==> config.mk <==
export PLATFORM = sky130hd
export DESIGN_NAME = du_transmit
export DESIGN_NICKNAME = d
export VERILOG_FILES = /design/src/rtl/du_transmit.sv
export SDC_FILE = /design/constraint.sdc
export NUM_CORES = 1
export LEC_CHECK = 0
export ABC_AREA = 1
export BUFFER_PORTS_ARGS = -buffer_cell sky130_fd_sc_hd__buf_4
export CORE_MARGIN = 2
export CORE_UTILIZATION = 42
export DETAILED_ROUTE_END_ITERATION = 12
export GPL_TIMING_DRIVEN = 0
export PLACE_DENSITY = 0.67
export SYNTH_ARGS = -nofsm -noshare
export SYNTH_HDL_FRONTEND = slang
export SYNTH_SLANG_ARGS = --single-unit
==> constraint.sdc <==
create_clock -name i_clock -period 1.9 [get_ports i_clock]
set_input_delay 0.38 -clock i_clock [delete_from_list [all_inputs] [get_ports i_clock]]
set_output_delay 0.38 -clock i_clock [all_outputs]
set_load 0.005 [all_outputs]
==> src/rtl/du_transmit.sv <==
// Debug-unit dump serializer: streams PC, cycle count, register file and data memory as bytes to a UART.
// Optional macro DU_TX_MEM_DIRTY_FILTER_EN: only memory words with their dirty bit set are sent.
module du_transmit #(
  parameter int unsigned NB_DATA = 32,
  parameter int unsigned NB_REG  = 5,
  parameter int unsigned N_REGS  = 32,
  parameter int unsigned NB_ADDR = 7,
  parameter int unsigned N_MEM   = 128
) (
  input  logic               i_clock,
  input  logic               i_reset,
  input  logic               i_start,
  input  logic [NB_DATA-1:0] i_pc,
  input  logic [NB_DATA-1:0] i_cant_cycles,
  output logic [NB_REG-1:0]  o_addr_reg,
  input  logic [NB_DATA-1:0] i_reg_data,
  output logic [NB_ADDR-1:0] o_addr_mem,
  input  logic [NB_DATA-1:0] i_mem_data,
  input  logic               i_mem_dirty,
  output logic [7:0]         o_tx_data,
  output logic               o_tx_start,
  input  logic               i_tx_done,
  output logic               o_busy,
  output logic               o_done
);
  localparam int unsigned NB_BYTES = NB_DATA / 8;
  localparam int unsigned NB_BCNT  = (NB_BYTES > 1) ? $clog2(NB_BYTES) : 1;
`ifdef DU_TX_MEM_DIRTY_FILTER_EN
  localparam bit FILTER_EN = 1'b1;
`else
  localparam bit FILTER_EN = 1'b0;
`endif

  typedef enum logic [3:0] {
    IDLE, SEND_PC, SEND_CYC, REG_RD, REG_TX, MEM_RD, MEM_CHK,
    MEM_ADDR_TX, MEM_DATA_TX, SEND_EOF, DONE
  } state_t;

  state_t               r_state, w_state;
  logic [NB_DATA-1:0]   r_shift, w_shift;
  logic [NB_DATA-1:0]   r_cyc, w_cyc;
  logic [NB_BCNT-1:0]   r_bcnt, w_bcnt;
  logic                 r_wait, w_wait;
  logic [NB_REG-1:0]    r_addr_reg, w_addr_reg;
  logic [NB_ADDR-1:0]   r_addr_mem, w_addr_mem;
  logic [7:0]           r_tx_data, w_tx_data;
  logic                 r_tx_start, w_tx_start;
  logic                 r_busy, r_done;
  logic                 w_byte_done, w_mem_next;
  logic                 w_tx_state, w_last_byte;
  logic [7:0]           w_cur_byte;

  assign w_tx_state  = (r_state == SEND_PC) || (r_state == SEND_CYC) || (r_state == REG_TX) ||
                       (r_state == MEM_ADDR_TX) || (r_state == MEM_DATA_TX) || (r_state == SEND_EOF);
  assign w_last_byte = (r_bcnt == NB_BCNT'(NB_BYTES - 1));
  assign w_cur_byte  = (r_state == MEM_ADDR_TX) ? 8'(r_addr_mem) :
                       (r_state == SEND_EOF)    ? 8'hFF : r_shift[7:0];

  // Next-state, datapath and handshake logic
  always_comb begin
    w_state     = r_state;
    w_shift     = r_shift;
    w_cyc       = r_cyc;
    w_bcnt      = r_bcnt;
    w_wait      = r_wait;
    w_addr_reg  = r_addr_reg;
    w_addr_mem  = r_addr_mem;
    w_tx_data   = r_tx_data;
    w_tx_start  = r_tx_start;
    w_byte_done = 1'b0;
    w_mem_next  = 1'b0;

    // Raise a request when idle on the line; data only changes while the request is low
    if (w_tx_state) begin
      if (!r_tx_start) begin
        w_tx_start = 1'b1;
        w_tx_data  = w_cur_byte;
      end else if (i_tx_done) begin
        w_tx_start  = 1'b0;
        w_byte_done = 1'b1;
      end
    end

    case (r_state)
      IDLE: begin
        if (i_start) begin
          w_state = SEND_PC;
          w_shift = i_pc;
          w_cyc   = i_cant_cycles;
          w_bcnt  = '0;
        end
      end
      SEND_PC, SEND_CYC, REG_TX, MEM_DATA_TX: begin
        if (w_byte_done) begin
          w_shift = r_shift >> 8;
          w_bcnt  = w_last_byte ? '0 : r_bcnt + NB_BCNT'(1);
          if (w_last_byte) begin
            if (r_state == SEND_PC) begin
              w_shift = r_cyc;
              w_state = SEND_CYC;
            end else if (r_state == SEND_CYC) begin
              w_wait  = 1'b0;
              w_state = REG_RD;
            end else if (r_state == REG_TX) begin
              if (r_addr_reg == NB_REG'(N_REGS - 1)) begin
                w_addr_mem = '0;
                w_state    = MEM_RD;
              end else begin
                w_addr_reg = r_addr_reg + NB_REG'(1);
                w_state    = REG_RD;
              end
            end else begin
              w_mem_next = 1'b1;
            end
          end
        end
      end
      REG_RD: begin
        if (!r_wait) begin
          w_wait = 1'b1;
        end else begin
          w_wait  = 1'b0;
          w_shift = i_reg_data;
          w_bcnt  = '0;
          w_state = REG_TX;
        end
      end
      MEM_RD: w_state = MEM_CHK;
      MEM_CHK: begin
        w_shift = i_mem_data;
        w_bcnt  = '0;
        if (!FILTER_EN || i_mem_dirty) begin
          w_state = MEM_ADDR_TX;
        end else begin
          w_mem_next = 1'b1;
        end
      end
      MEM_ADDR_TX: if (w_byte_done) w_state = MEM_DATA_TX;
      SEND_EOF:    if (w_byte_done) w_state = DONE;
      DONE: begin
        w_addr_reg = '0;
        w_addr_mem = '0;
        w_state    = IDLE;
      end
      default: w_state = IDLE;
    endcase

    // Advance the memory scan without wrapping past the last word
    if (w_mem_next) begin
      if (r_addr_mem == NB_ADDR'(N_MEM - 1)) begin
        w_state = SEND_EOF;
      end else begin
        w_addr_mem = r_addr_mem + NB_ADDR'(1);
        w_state    = MEM_RD;
      end
    end
  end

  always_ff @(posedge i_clock) begin
    if (!i_reset) begin
      r_state    <= IDLE;
      r_shift    <= '0;
      r_cyc      <= '0;
      r_bcnt     <= '0;
      r_wait     <= 1'b0;
      r_addr_reg <= '0;
      r_addr_mem <= '0;
      r_tx_data  <= '0;
      r_tx_start <= 1'b0;
      r_busy     <= 1'b0;
      r_done     <= 1'b0;
    end else begin
      r_state    <= w_state;
      r_shift    <= w_shift;
      r_cyc      <= w_cyc;
      r_bcnt     <= w_bcnt;
      r_wait     <= w_wait;
      r_addr_reg <= w_addr_reg;
      r_addr_mem <= w_addr_mem;
      r_tx_data  <= w_tx_data;
      r_tx_start <= w_tx_start;
      r_busy     <= (w_state != IDLE);
      r_done     <= (w_state == DONE);
    end
  end

  assign o_addr_reg = r_addr_reg;
  assign o_addr_mem = r_addr_mem;
  assign o_tx_data  = r_tx_data;
  assign o_tx_start = r_tx_start;
  assign o_busy     = r_busy;
  assign o_done     = r_done;
endmodule

==> flow_summary.ini <==
[status]
status = finished, violations left
violations = setup timing

[cts]
root_buffer = clkbuf_16
cts.sinks = 94
ctsHtreeMaxLevel = 3
ctsHoldBuffers = 0
clkLatencyLatePin_ns = 0.36
cts_buffers = 9
clk_pin_slew_ns = 0.07
clockBufferDepth = 2
cts_tree = built

[critical_path]
cp-start-kind = flip-flop
crit_arrival_ns = 2.18
required_ns = 2.14
crit_path_frequent_cell = nand2_2
cpMaxStageDelayCell = dfxtp_4
crit_fanout = 9
crit_path_end_kind = flip-flop
cpPeakStageDelay_ns = 0.38
path_cells = inv_6 > nor2_4 > nand2_2 > nand2_2 > nor2_4 > inv_2 > nand2_2 > nand2_2 > a21oi_4 > buf_12 > buf_12 > clkbuf_16 > a21oi_1
critPathKind = flip-flop to flip-flop

[logic_synthesis]
post-synth-top-area-fraction = 0.394
synth_cell_types = 34
synth-simple-area-share = 0.248
synth-compound-area-share = 0.254
seq_area_frac_synth = 0.394
syn-num-nets = 854
yosys.area.top_type = dfxtp_1
yosys-top-cells-count = nand2_1, a21oi_1, dfxtp_1
synth_edf_count = 0
async_flop_share = 0
ys_ff_latch = 94
syn-cell-area_um2 = 4780
ys.flop_type = dfxtp_1
synth_xor_area_frac = 0.00183
synth_top_family_by_area = compound AO/OA/AOI/OAI gates
synth_area_leaders = dfxtp_1, nand2_1, a21oi_1, o21ai_0, nand3_1
ys_warn_count = 0
synth_fa_ha_area_frac = 0.0105
synthCells = 717
syn-mean-instance-area_um2 = 6.66
synthMuxAreaShare = 0
synth.most_common_cell = nand2_1

[route]
wire_per_inst_um = 15.6
routed_wl_um = 16300
drt_iter0_markers = 258
drc = 0
highest_layer = met4
wl_met1_um = 6980
wl_met2_um = 7850
ant_nets = 0
via_count = 5570
firstDrtPassIters = 5
met3RoutedLength_um = 953
via_per_inst = 5.33

[floorplan]
initial_core_util = 0.435
core_um2 = 11000
die_w_um = 111
row_count = 38
die_area_um2 = 12200
die_h_um = 111
ios = 156

[pwr]
cellPowerDensity_nw_per_um2 = 744
p_leak_uw = 0.00308
irDropWorstVdd_mv = 0.490

[final_layout]
drive_above_1_share = 0.321
area_delta_synth_final_pct = 46.7
stdcell_count = 1046
final_nets = 1038
post-route-util = 0.638
num_antenna_cells = 0
n_fill_cell = 1015

[worst_hold_path]
worstHoldPathType = input port to flip-flop

[timing]
tightest_slew_ns = 0.720
slew_viol_final = 0
finClkSkew_ns = 0.0155
finalHoldViolations = 0
period_share = 1.02
setup-violations-final = 22
layout_min_cycle_time_ns = 1.94
slew_headroom = 0.520
fmax_mhz = 514
rsz0062_at_grt = true
fin_ws_ns = -0.0437

[global_route]
antenna_found_initial = 0
grt-ovfl-total = 0
grt_usage = 0.256
grt_first_pass_wirelength_um = 25600
grt_max_degree = 15
grt_pass1_vias = 5221

[placed_design]
placedCellCount = 1011
dpl.hpwl_um = 11900
port_buffers = 154
routabilityCongestion = 0.907

[job]
drv_cap = 0
## cell families (layout without fill, tap and decap cells)
| family | Yosys count | after routing |
|---|---|---|
| simple gates | 287 | 287 |
| fa+ha+maj | 4 | 4 |
| compound gates | 224 | 224 |
| xor+xnor | 1 | 1 |
| buf+inv | 107 | 296 |
| flops | 94 | 94 |
## power breakdown
group | switching [uW] | leakage [uW] | total, uW | internal (uW)
registers | 87.8 | 0.000779 | 2220 | 2130
logic | 527 | 0.00214 | 1070 | 546
clock network | 766 | 0.000162 | 1930 | 1160
total | 1380 | 0.00308 | 5220 | 3830
## final cells by class
class	count	area (um2)	area share
repair buffers	173	1400	0.200
multi-input cells	516	2660	0.380
clock inverters	3	40.0	0.00572
well taps	140	175	0.0250
plain buffers	41	277	0.0395
clock buffers	13	280	0.0400
inverters	66	265	0.0379
flip-flops and latches	94	1910	0.272
## layer usage
metal	global-route usage	up-vias
li1	-	2765
met1	0.329	2550
met2	0.436	210
met3	0.0362	45
met4	0.0950	0
met5	0	-
## critical path: cells and delay by family (launching register included)
| family | cells | cell delay [ns] |
|---|---|---|
| simple gates | 6 | 0.61 |
| buf+inv | 5 | 0.63 |
| compound gates | 2 | 0.19 |
| flops | 1 | 0.38 |
## worst paths after layout
check | start | to | slack (ns) | depth (start not counted)
hold / removal | i_cant_cycles[6] | r_cyc[6]$_SDFFE_PN0P_ | 0.28 | 3
setup reg to reg | r_state[2]$_SDFF_PN0_ | r_shift[23]$_SDFFE_PN0P_ | -0.04 | 13
hold reg to reg | r_cyc[19]$_SDFFE_PN0P_ | r_cyc[19]$_SDFFE_PN0P_ | 0.45 | 2
setup / recovery | r_state[2]$_SDFF_PN0_ | r_shift[23]$_SDFFE_PN0P_ | -0.04 | 13
## layout by cell type (no fill, tap or decap), types with 13 or more instances in the layout
cell | Yosys | routed
buf_4 | 3 | 168
nand2_1 | 167 | 160
a21oi_1 | 114 | 95
dfxtp_1 | 94 | 86
inv_1 | 57 | 53
nor2_1 | 56 | 50
o21ai_0 | 75 | 48
nand3_1 | 48 | 45
o21ai_1 | 4 | 28
a21oi_2 | 2 | 21
clkbuf_1 | 26 | 13
clkbuf_16 | 0 | 13
## what timing repair did
action,in CTS,in global routing
setup endpoints to repair,80,86
setup buffers,2,11
cloned,1,5
pin swaps,2,20
gates resized for setup,33,125
## through the flow
step / hold WS (ns) / TNS, ns / power, uW / setup WS [ns] / cell area, um2
after floorplan: 0.425 / 0 / 2700 / 0.222 / 4780
after global placement: 0.443 / -8.23 / 3090 / -0.259 / 6110
after detailed placement: 0.448 / -9.38 / 3110 / -0.242 / 6110
after global routing: 0.284 / -3.81 / 5440 / -0.166 / 7010
final: 0.283 / -0.518 / 5220 / -0.0437 / 7010
after CTS: 0.281 / 0 / 5040 / 0.00152 / 6520
(Power assumes the default switching activity.)
